`config.mk`:
```
export PLATFORM = sky130hd
export DESIGN_NAME = draw_sprite_layer
export DESIGN_NICKNAME = d
export VERILOG_FILES = /design/src/rtl/vga_pkg.sv /design/src/rtl/vga_delay.sv /design/src/rtl/draw_sprite_layer.sv
export SDC_FILE = /design/constraint.sdc
export NUM_CORES = 1
export LEC_CHECK = 0
export CELL_PAD_IN_SITES_DETAIL_PLACEMENT = 1
export CELL_PAD_IN_SITES_GLOBAL_PLACEMENT = 2
export CORE_ASPECT_RATIO = 1.4
export CORE_MARGIN = 3
export CORE_UTILIZATION = 35
export DETAILED_ROUTE_END_ITERATION = 10
export GPL_ROUTABILITY_DRIVEN = 0
export PLACE_DENSITY = 0.88
export REMOVE_ABC_BUFFERS = 1
export SLEW_MARGIN = 25
export SYNTH_ARGS = -nofsm -noshare
export SYNTH_HDL_FRONTEND = slang
export SYNTH_HIERARCHICAL = 1
export SYNTH_SLANG_ARGS = --single-unit
```
`constraint.sdc`:
```
create_clock -name pclk -period 5.25 [get_ports pclk]
set_input_delay 0.7875 -clock pclk [delete_from_list [all_inputs] [get_ports pclk]]
set_output_delay 0.7875 -clock pclk [all_outputs]
set_load 0.05 [all_outputs]
```
`src/rtl/vga_pkg.sv`:
```
// Shared VGA pipeline types: 12-bit counts and colours, the timing bundle,
// and the per-pixel record that travels down a sprite layer's delay line.
package vga_pkg;

   localparam int CNT_W = 12;
   localparam int RGB_W = 12;

   typedef logic [RGB_W-1:0] rgb_t;
   typedef logic [CNT_W-1:0] cnt_t;

   typedef struct packed {
      cnt_t hcount;
      logic hsync;
      logic hblnk;
      cnt_t vcount;
      logic vsync;
      logic vblnk;
   } vga_timing_t;

   // Sprite placement captured once per frame at the start of vertical blanking
   typedef struct packed {
      cnt_t x;
      cnt_t y;
      logic en;
      logic mir;
      logic sc;
   } sprite_shadow_t;

   typedef struct packed {
      vga_timing_t timing;
      rgb_t        rgb;
      logic        in_box;
   } pix_stage_t;

   localparam rgb_t DEFAULT_KEY_COLOR = 12'h0F0;

   function automatic logic is_blanked(input vga_timing_t t);
      return t.hblnk | t.vblnk;
   endfunction

endpackage

```
`src/rtl/vga_delay.sv`:
```
// Fixed-depth register pipeline with asynchronous active-low clear, used to
// keep timing and upstream pixel data aligned with a ROM read.
module vga_delay #(
   parameter int DEPTH = 1,
   parameter int WIDTH = 1
) (
   input  logic             clk,
   input  logic             rst_n,
   input  logic [WIDTH-1:0] din,
   output logic [WIDTH-1:0] dout
);

   logic [DEPTH-1:0][WIDTH-1:0] stage_q;
   logic [DEPTH-1:0][WIDTH-1:0] stage_d;

   // Shift every stage one step further down the line
   always_comb begin
      stage_d    = stage_q;
      stage_d[0] = din;
      for (int i = 1; i < DEPTH; i++) begin
         stage_d[i] = stage_q[i-1];
      end
   end

   // Pipeline registers
   always_ff @(posedge clk or negedge rst_n) begin
      if (!rst_n) begin
         stage_q <= '0;
      end else begin
         stage_q <= stage_d;
      end
   end

   assign dout = stage_q[DEPTH-1];

endmodule

```
`src/rtl/draw_sprite_layer.sv`:
```
// One ROM-backed sprite layer: frame-latched position, colour-key transparency,
// horizontal mirror and 2x scaling, with timing delayed by ROM_LAT+2 cycles.
module draw_sprite_layer
   import vga_pkg::*;
#(
   parameter int   SPRITE_W  = 48,
   parameter int   SPRITE_H  = 64,
   parameter int   ADDR_W    = 12,
   parameter int   ROM_LAT   = 1,
   parameter rgb_t KEY_COLOR = DEFAULT_KEY_COLOR
) (
   input  logic              pclk,
   input  logic              rst,
   input  logic [11:0]       hcount_in,
   input  logic              hsync_in,
   input  logic              hblnk_in,
   input  logic [11:0]       vcount_in,
   input  logic              vsync_in,
   input  logic              vblnk_in,
   input  logic [11:0]       rgb_in,
   input  logic [11:0]       xpos,
   input  logic [11:0]       ypos,
   input  logic              enable,
   input  logic              mirror,
   input  logic              scale2x,
   input  logic [11:0]       rgb_pixel,
   output logic [ADDR_W-1:0] pixel_addr,
   output logic [11:0]       hcount_out,
   output logic              hsync_out,
   output logic              hblnk_out,
   output logic [11:0]       vcount_out,
   output logic              vsync_out,
   output logic              vblnk_out,
   output logic [11:0]       rgb_out,
   output logic              sprite_on
);

   // 13-bit box arithmetic so x + 2*SPRITE_W cannot wrap past 4095
   localparam logic [12:0] SPAN_W1    = 13'(SPRITE_W);
   localparam logic [12:0] SPAN_W2    = 13'(2 * SPRITE_W);
   localparam logic [12:0] SPAN_H1    = 13'(SPRITE_H);
   localparam logic [12:0] SPAN_H2    = 13'(2 * SPRITE_H);
   localparam logic [12:0] MIRROR_MAX = 13'(SPRITE_W - 1);

   generate
      if (SPRITE_W * SPRITE_H > (1 << ADDR_W)) begin : g_rom_too_small
         $error("draw_sprite_layer: SPRITE_W*SPRITE_H exceeds 2**ADDR_W");
      end
      if (ROM_LAT < 1 || ROM_LAT > 4) begin : g_bad_rom_lat
         $error("draw_sprite_layer: ROM_LAT must be 1..4");
      end
   endgenerate

   sprite_shadow_t    shadow_q, shadow_d;
   logic              vblnk_prev_q, vblnk_prev_d;
   logic [ADDR_W-1:0] pixel_addr_q, pixel_addr_d;
   vga_timing_t       timing_out_q, timing_out_d;
   rgb_t              rgb_out_q, rgb_out_d;
   logic              sprite_on_q, sprite_on_d;

   logic [12:0] hc_s, vc_s, x_s, y_s;
   logic [12:0] span_w_s, span_h_s;
   logic [12:0] dx_s, dy_s, sx_s, sy_s, col_s;
   logic [25:0] lin_s;
   logic        in_box_s;
   pix_stage_t  stage_in_s, stage_out_s;

   // Capture placement controls only on the rising edge of vblnk_in
   always_comb begin
      shadow_d     = shadow_q;
      vblnk_prev_d = vblnk_in;
      if (vblnk_in && !vblnk_prev_q) begin
         shadow_d.x   = xpos;
         shadow_d.y   = ypos;
         shadow_d.en  = enable;
         shadow_d.mir = mirror;
         shadow_d.sc  = scale2x;
      end else begin
         shadow_d = shadow_q;
      end
   end

   // Shadow registers and vblank edge detector
   always_ff @(posedge pclk or negedge rst) begin
      if (!rst) begin
         shadow_q     <= '0;
         vblnk_prev_q <= 1'b0;
      end else begin
         shadow_q     <= shadow_d;
         vblnk_prev_q <= vblnk_prev_d;
      end
   end

   // Box test and source-pixel address for the current beam position
   always_comb begin
      hc_s     = {1'b0, hcount_in};
      vc_s     = {1'b0, vcount_in};
      x_s      = {1'b0, shadow_q.x};
      y_s      = {1'b0, shadow_q.y};
      span_w_s = shadow_q.sc ? SPAN_W2 : SPAN_W1;
      span_h_s = shadow_q.sc ? SPAN_H2 : SPAN_H1;
      in_box_s = shadow_q.en
               && (hc_s >= x_s) && (hc_s < x_s + span_w_s)
               && (vc_s >= y_s) && (vc_s < y_s + span_h_s);
      dx_s     = hc_s - x_s;
      dy_s     = vc_s - y_s;
      sx_s     = shadow_q.sc ? (dx_s >> 1) : dx_s;
      sy_s     = shadow_q.sc ? (dy_s >> 1) : dy_s;
      col_s    = shadow_q.mir ? (MIRROR_MAX - sx_s) : sx_s;
      lin_s    = 26'(sy_s) * 26'(SPRITE_W) + 26'(col_s);
      // Outside the box the ROM address is parked on its last value
      if (in_box_s) begin
         pixel_addr_d = ADDR_W'(lin_s);
      end else begin
         pixel_addr_d = pixel_addr_q;
      end
   end

   // Bundle that rides alongside the ROM read
   always_comb begin
      stage_in_s               = '0;
      stage_in_s.timing.hcount = hcount_in;
      stage_in_s.timing.hsync  = hsync_in;
      stage_in_s.timing.hblnk  = hblnk_in;
      stage_in_s.timing.vcount = vcount_in;
      stage_in_s.timing.vsync  = vsync_in;
      stage_in_s.timing.vblnk  = vblnk_in;
      stage_in_s.rgb           = rgb_in;
      stage_in_s.in_box        = in_box_s;
   end

   vga_delay #(
      .DEPTH (ROM_LAT + 1),
      .WIDTH ($bits(pix_stage_t))
   ) u_delay (
      .clk   (pclk),
      .rst_n (rst),
      .din   (stage_in_s),
      .dout  (stage_out_s)
   );

   // Compositing: blanking forces black, key colour lets upstream show through
   always_comb begin
      timing_out_d = stage_out_s.timing;
      rgb_out_d    = stage_out_s.rgb;
      sprite_on_d  = 1'b0;
      if (is_blanked(stage_out_s.timing)) begin
         rgb_out_d   = 12'h000;
         sprite_on_d = 1'b0;
      end else if (stage_out_s.in_box && (rgb_pixel != KEY_COLOR)) begin
         rgb_out_d   = rgb_pixel;
         sprite_on_d = 1'b1;
      end else begin
         rgb_out_d   = stage_out_s.rgb;
         sprite_on_d = 1'b0;
      end
   end

   // ROM address and output registers
   always_ff @(posedge pclk or negedge rst) begin
      if (!rst) begin
         pixel_addr_q <= '0;
         timing_out_q <= '0;
         rgb_out_q    <= 12'h000;
         sprite_on_q  <= 1'b0;
      end else begin
         pixel_addr_q <= pixel_addr_d;
         timing_out_q <= timing_out_d;
         rgb_out_q    <= rgb_out_d;
         sprite_on_q  <= sprite_on_d;
      end
   end

   assign pixel_addr = pixel_addr_q;
   assign hcount_out = timing_out_q.hcount;
   assign hsync_out  = timing_out_q.hsync;
   assign hblnk_out  = timing_out_q.hblnk;
   assign vcount_out = timing_out_q.vcount;
   assign vsync_out  = timing_out_q.vsync;
   assign vblnk_out  = timing_out_q.vblnk;
   assign rgb_out    = rgb_out_q;
   assign sprite_on  = sprite_on_q;

endmodule

```
# == After elaboration in Yosys (flattened, before gate mapping) ==
# Index checks and enable logic that the tools add are counted.
# op_classes
addsub,6
mul,1
magnitude_cmp,4
n_eq_ne,1
n_mux,9
bitwise,1
reduce_logical,7
# op_table
cell,count
$mux 12,4
$lt 12x13->1,2
$sub 12x12->13,2
$ge 12x12->1,2
$add 12x7->13,1
$add 12x8->13,1
$mul 13x2->8 const B,1
$mux 13,1
$add 12x12->12,1
$ne 12x8->1 const B,1
$sub 6x12->12 const A,1
$mux 8,1
$mux 7,1
$logic_and 1x1->1,6
$mux 1,2
$logic_not 1->1,1
$or 1x1->1,1
# word_totals
regBits,163
in_bits,81
output_inout_bits,53
wordCells,46

# == Longest topological paths before layout ==
# Gate-level depths: netlist of the first run.
# logic_depth
ltp_word,6
mapped_depth,23
mapped_depth_nobuf,23

# == Hierarchy ==
# Netlist of the first run, hierarchy kept.
# modules_own_cells
module,instances,cells_each,area_per_inst_um2,seq_area_each_um2
draw_sprite_layer,1,553,5345.1,2026.9
vga_delay,1,82,2052.0,2052.0

# == Worst setup path after synthesis of the first run ==
# OpenSTA, ideal clock, no wires.
# synth_timing
path_kind,input to register
start,input hcount_in[0]
end,register pixel_addr_q[11] (netlist: pixel_addr[11])
setup_time_ns,0.125
arrival_ns,4.785
required_ns,5.125
slack_ns,0.340
path_stages,23
path_buffers,0
path_cell_list,inv_1 -> ha_1 -> fa_1 -> nor2b_4 -> o31a_1 -> o21a_1 -> a21oi_1 -> mux2_2 -> ha_1 -> nor2_1 -> nand2b_1 -> nor2_1 -> o221ai_1 -> a21boi_0 -> ha_1 -> nand2_1 -> o21ai_1 -> o21ai_1 -> nand2b_1 -> a21oi_1 -> xnor3_1 -> xnor3_1 -> mux2_4
# synth_via
elab_chain_len,5
word_cells_on_any_way,11
cone_classes,add/sub: 3; order compare: 2; mux: 2; reduce/logical: 4
# synth_rtl
element,line,text
start: declaration,draw_sprite_layer.sv:14,"input logic [11:0] hcount_in,"
$sub 12x12->13 / $ge 12x12->1 (equally long branches),"draw_sprite_layer.sv:105, draw_sprite_layer.sv:103",
$mux 12 / $logic_and 1x1->1 (equally long branches),"draw_sprite_layer.sv:107, draw_sprite_layer.sv:103",
$sub 6x12->12 / $logic_and 1x1->1 (equally long branches),"draw_sprite_layer.sv:109, draw_sprite_layer.sv:103",
$mux 12 / $logic_and 1x1->1 (equally long branches),"draw_sprite_layer.sv:109, draw_sprite_layer.sv:104",
$add 12x12->12 / $logic_and 1x1->1 (equally long branches),"draw_sprite_layer.sv:110, draw_sprite_layer.sv:104",
end signal: assignment,draw_sprite_layer.sv:167,pixel_addr_q <= pixel_addr_d;
end: declaration,draw_sprite_layer.sv:56,"logic [ADDR_W-1:0] pixel_addr_q, pixel_addr_d;"
# Several ways; a longest one is shown, not always the timed one.
# A chain may end at the register's enable or synchronous reset.

# == Final worst setup path of the first run ==
# Same ends and word-level chain as after synthesis.

==> results.cfg, run 1 <==
[die]
ios = 134
row_count = 62
start_util_pct = 35.8
core_um2 = 20600
chipHeight_um = 178
fp.dieW_um = 129
die-area_um2 = 22900

[logic_synthesis]
yosys-top-cells-area = dfrtp_1, ha_1, xnor2_1, nand2_1, a21oi_1
ys_types = 61
async_flop_share_pct = 100
syn-cell-area_um2 = 7400
synth-seq-cells = 163
ys_seq_area_share_pct = 55.1
synth_edf_count = 0
postSynthCellCount = 635
synth.largest_area_cell = dfrtp_1
synthFlopType = dfrtp_1
synth_top_area_share_pct = 55.1
syn_area_per_cell_um2 = 11.6
ys_warn_count = 6

[worst_setup_path]
cp_top_family = compound AO/OA/AOI/OAI gates
path_buf_inv = 3
critPathRequiredTime_ns = 5.57
critPathSlowestCell = clkdlybuf4s50_1
cp-start-kind = input pin
crit_path_end_kind = flip-flop
crit_type = in -> reg
cpPeakStageDelay_ns = 0.48
worst-path-max-fanout = 4
arrival_ns = 5.33

[cts]
path_clk_slew_ns = 0.07
cts.sinks = 163
cts_root_buf = clkbuf_16
tritoncts = done
htree_levels = 4
clkLatencyLatePin_ns = 0.43
cts_buffers = 17
clk_path_buf_depth = 2

[detailed_routing]
wire_per_inst_um = 17.5
drc_errors = 0
drt_first_iter_violations = 155
via_count = 5474
routed_wl_mm = 19.2
drt_pass1_iterations = 4
vias_per_cell = 4.99
ant_nets = 0

[sta]
finalCriticalPeriod_ns = 5.01
hold_viol_final = 0
finalMaxSlewViolations = 0
fin_ws_ns = 0.243
clock_skew_ns = 0.0133
fmax_mhz = 200
post-route-period-util_pct = 95.4
worst_pin_slew_ns = 0.870
setup_viol = 0
slew_headroom_pct = 42.0

[power_and_ir_drop]
total_power_mw = 4.94
leakage_nw = 4.52
power.density_nw_per_um2 = 492
ir_worst_vdd_uv = 463

[layout]
multi_input_area_um2 = 3150
seq_area_um2 = 4080
design_area_um2 = 10000
layout-drive-gt1-share_pct = 13.9
n_fill_cell = 2196
antenna_cells = 0
nNetsFinal = 970
final_util_pct = 48.6
syn_to_final_growth_pct = 35.5
final_cell_count_no_fill = 1096

[global_routing]
grt.met2_usage_pct = 31.3
top_usage_layer = met2
antenna_found_initial = 0
grt_pass1_wl_mm = 31.0
use_met3_pct = 3.68
track_usage_pct = 17.3
grt_max_degree = 101
gr-total-overflow = 0
grt_pass1_vias = 6287
gr-usage-met1_pct = 19.3

[hold_path]
hold_path.class = reg -> reg

[placement]
place_ws_ns = -0.536
place_inst = 1058
dp_hpwl_mm = 14.3
io_buffers = 133
detailed_place.area_um2 = 9370

[flow_run]
maxCapViolCount = 0

[outcome]
status = finished, final reports clean
[layout by cell type, fill, tap and decap left out, types with 9 or more instances in the layout]
cell             count
o21ai_0             38
xnor2_1             28
o21a_1               9
buf_4               56
mux2_1              10
xor2_1              10
mux2i_1             10
clkbuf_16           17
a21oi_1             38
clkdlybuf4s50_1    132
nor2_1              25
a21o_1               9
dfrtp_1            163
inv_1               41
ha_1                54
nand2_1             58
[routing by layer]
| layer | routed length [um] | part of all wire, % | vias up |
|---|---|---|---|
| li1 | - | - | 2580 |
| met1 | 7460 | 39 | 2743 |
| met2 | 10600 | 55 | 111 |
| met3 | 633 | 3.3 | 40 |
| met4 | 547 | 2.8 | 0 |
| met5 | 0 | 0 | - |
[worst paths after layout]
| check | start | to | slack, ns | cells past startpoint |
|---|---|---|---|---|
| max in group asynchronous | rst | hcount_out[8] | 3.70 | 2 |
| min reg2reg | u_delay/dout[22] | vcount_out[7] | 0.35 | 0 |
| min in group asynchronous | rst | vcount_out[9] | 0.46 | 1 |
| max | hcount_in[0] | pixel_addr[11] | 0.24 | 25 |
| min | u_delay/dout[22] | vcount_out[7] | 0.35 | 0 |
| max reg2reg | shadow_q[16] | pixel_addr[11] | 0.74 | 22 |
[cell usage after synthesis (3+ instances only)]
cell / count
nand4_1: 4
nor3_1: 8
nor2b_1: 9
o221ai_1: 4
ha_1: 57
clkbuf_1: 14
and2_1: 4
xnor2_1: 28
nand2b_1: 6
nand3_1: 8
a211oi_1: 6
inv_1: 41
xor2_1: 10
mux2_2: 7
o21ai_0: 38
o21a_1: 9
o21ai_1: 5
mux2_1: 10
and3_1: 5
fa_1: 5
dfrtp_1: 163
mux2i_1: 10
o21bai_1: 4
nor2_1: 27
or2_2: 5
nand2_1: 58
a21oi_1: 39
o211ai_1: 3
a21o_1: 9
[worst reg2reg max path, cell delays in order (launching register included)]
cell      delay, ns
dfrtp_1        0.38
inv_1          0.08
ha_1           0.32
nor2b_1        0.21
o21bai_1       0.12
a21bo_1        0.21
a221oi_2       0.35
mux2_2         0.24
ha_2           0.19
nor2_2         0.05
nand2b_1       0.12
nor2_2         0.06
o221ai_1       0.17
a21boi_2       0.23
ha_4           0.23
nand2_1        0.07
o21ai_1        0.09
o21ai_2        0.17
nand2b_1       0.10
a21oi_2        0.15
xnor3_1        0.25
xnor3_1        0.35
mux2_4         0.26
[power by group]
| part | internal, mW | total [mW] | leakage (nW) | switching, mW |
|---|---|---|---|---|
| clock network | 0.672 | 1.19 | 0.268 | 0.523 |
| logic | 1.16 | 2.30 | 2.31 | 1.14 |
| registers | 1.38 | 1.44 | 1.95 | 0.0620 |
| total | 3.21 | 4.94 | 4.52 | 1.73 |
[cells by family (layout without fill, tap and decap cells)]
family                     after synthesis  count (layout)  share of synthesized area (%)
DFF                                    163             163                           55.1
xor gates and xnor gates                40              40                           5.11
adders and majority gates               62              62                           11.0
AOI/OAI and AO/OA                      142             142                           12.2
buffers and inverters                   57             262                           2.99
and+or+nand+nor                        143             143                           9.37
muxes                                   28              28                           4.14
[flip-flops by register name, indices dropped and copies added (netlist names)]
signal,cells
sprite_on,1
hcount_out,12
rgb_out,12
shadow_q,27
hblnk_out,1
u_delay/stage_d,41
hsync_out,1
vcount_out,12
pixel_addr,12
vsync_out,1
vblnk_out,1
u_delay/dout,41
vblnk_prev_q,1
[cell type report]
type,instances,area share [%]
Clock buffer,19,4.42
Clock inverter,13,1.25
Inverter,41,1.54
Multi-Input combinational cell,415,31.4
Sequential cell,163,40.7
Tap cell,256,3.19
Timing Repair Buffer,189,17.5
[through the flow]
stage / hold WS, ns / TNS, ns
after global routing: 0.357 / -0.0495
after CTS: 0.350 / 0
final: 0.349 / 0
after global placement: 0.332 / -0.261
after detailed placement: 0.336 / -0.536
after floorplan: 0.331 / 0
[repair_timing]
action,CTS,global route
setup endpoints to repair,1,1
setup buffers,1,5
resized for setup,1,11
hold buffers,0,0
pin swaps,2,7
Power figures use the tool's default switching activity.
==> run 2, diff against run 1 <==
Settings changed: RECOVER_POWER set to 25.
==> run 2 against run 1 <==
  * Sequential power is essentially flat
  * Clock-buffer cell count is the same
  * Clock skew is the same
  * Setup slack lost 0.044 ns
  * First-iteration DRC count shrank 0.65%
  * Maximum frequency shrank 0.87%
  * Core utilization is the same
  * Clock power is essentially flat
  * Sequential share of layout area is the same
==> results.cfg, run 2 (synthesized netlist as in run 1, its figures left out) <==
[layout]
design_area_um2 = 10000
syn_to_final_growth_pct = 35.5
layout-drive-gt1-share_pct = 13.9
layout_common_cells = dfrtp_1, clkdlybuf4s50_1, nand2_1, buf_4, ha_1
antenna_cells = 0
final_common_cell = dfrtp_1
nNetsFinal = 970

[power_and_ir_drop]
leakage_nw = 4.53
ir_worst_vdd_uv = 463
power.density_nw_per_um2 = 492
total_power_mw = 4.93

[detailed_routing]
drc_errors = 0
via_count = 5472
drt_pass1_iterations = 4
drt_first_iter_violations = 154
ant_nets = 0
routed_wl_mm = 19.2
wire_per_inst_um = 17.5
vias_per_cell = 4.99

[worst_setup_path]
crit_path_end_kind = flip-flop
arrival_ns = 5.37
reg2reg_depth = 22
worst-path-max-fanout = 4
crit_type = in -> reg
critPathRequiredTime_ns = 5.57
cp-start-kind = input pin

[sta]
post-route-period-util_pct = 96.2
finalCriticalPeriod_ns = 5.05
worst_pin_slew_ns = 0.869
hold_viol_final = 0
clock_skew_ns = 0.0133
finalMaxSlewViolations = 0
slew_headroom_pct = 42.0
fmax_mhz = 198
fin_ws_ns = 0.200
hold_slack_ns = 0.349
setup_viol = 0

[placement]
io_buffers = 133
detailed_place.area_um2 = 9370
dp_hpwl_mm = 14.3
place_ws_ns = -0.536

[global_routing]
antenna_found_initial = 0
grt_max_degree = 101
grt_pass1_vias = 6287
gr-total-overflow = 0
grt_pass1_wl_mm = 31.0
track_usage_pct = 17.3

[outcome]
status = finished, final reports clean

[die]
core_um2 = 20600
fp.dieW_um = 129
die-area_um2 = 22900
row_count = 62
chipHeight_um = 178
ios = 134
start_util_pct = 35.8

[cts]
path_clk_slew_ns = 0.07
htree_levels = 4
tritoncts = done
clkLatencyLatePin_ns = 0.43
clk_path_buf_depth = 2
cts.sinks = 163
cts_root_buf = clkbuf_16
cts_buffers = 17
cts_hold_buf = 0

[hold_path]
hold_depth = 0
hold_path.class = reg -> reg

[flow_run]
maxCapViolCount = 0
run 2: metal layers:
metal	vias to the layer above	GRT usage, %	routed length (um)
met4	0	7.66	547
met1	2741	19.3	7460
met3	40	3.68	620
met5	-	0	0
li1	2580	-	-
met2	111	31.3	10600
run 2: path summary, 6_finish.rpt:
check                                 endpoint  slack [ns]             start
worst max-delay path            pixel_addr[11]        0.20      hcount_in[2]
worst min-delay path             vcount_out[7]        0.35  u_delay/dout[22]
worst max register to register  pixel_addr[11]        0.74      shadow_q[16]
worst min register to register   vcount_out[7]        0.35  u_delay/dout[22]
max in group asynchronous        hcount_out[8]        3.70               rst
min in group asynchronous        vcount_out[9]        0.46               rst
run 2: repair_timing:
| item | CTS | global route |
|---|---|---|
| setup buffers | 1 | 5 |
| endpoints found under the hold margin | 0 | 0 |
| setup endpoints to repair | 1 | 1 |
| resized for setup | 1 | 11 |
| pin swaps | 2 | 7 |
run 2: report_power, final:
part	internal (mW)	switching (mW)
registers	1.38	0.0619
logic	1.16	1.14
clock network	0.672	0.523
total	3.21	1.73
run 2: critical path, stage by stage:
cell and delay (ns):
dlygate4sd3_1 0.56, ha_1 0.33, buf_4 0.13, nand2_1 0.08, o21bai_1 0.19, a21bo_1 0.21
a221oi_2 0.35, mux2_2 0.24, ha_2 0.19, nor2_2 0.05, nand2b_1 0.12, nor2_2 0.06
o221ai_1 0.17, a21boi_2 0.23, ha_4 0.23, nand2_1 0.07, o21ai_1 0.09, o21ai_2 0.17
nand2b_1 0.10, a21oi_2 0.15, xnor3_1 0.25, xnor3_1 0.35, mux2_4 0.26
run 2: area by class of cell:
class	count	area, um2
fill	2196	10600
sequential	163	4080
multi-input combinational	415	3150
timing repair buffer	189	1750
clock buffer	19	443
tap	256	320
inverter	41	154
clock inverter	13	125
run 2: stage by stage:
step	instances	setup TNS, ns	util [%]
finish	1096	0	48.6
global route	1096	-0.0495	48.6
CTS	1091	0	48.2
detailed placement	1058	-0.536	45.4
global placement	1058	-0.261	45.4
floorplan	619	0	-
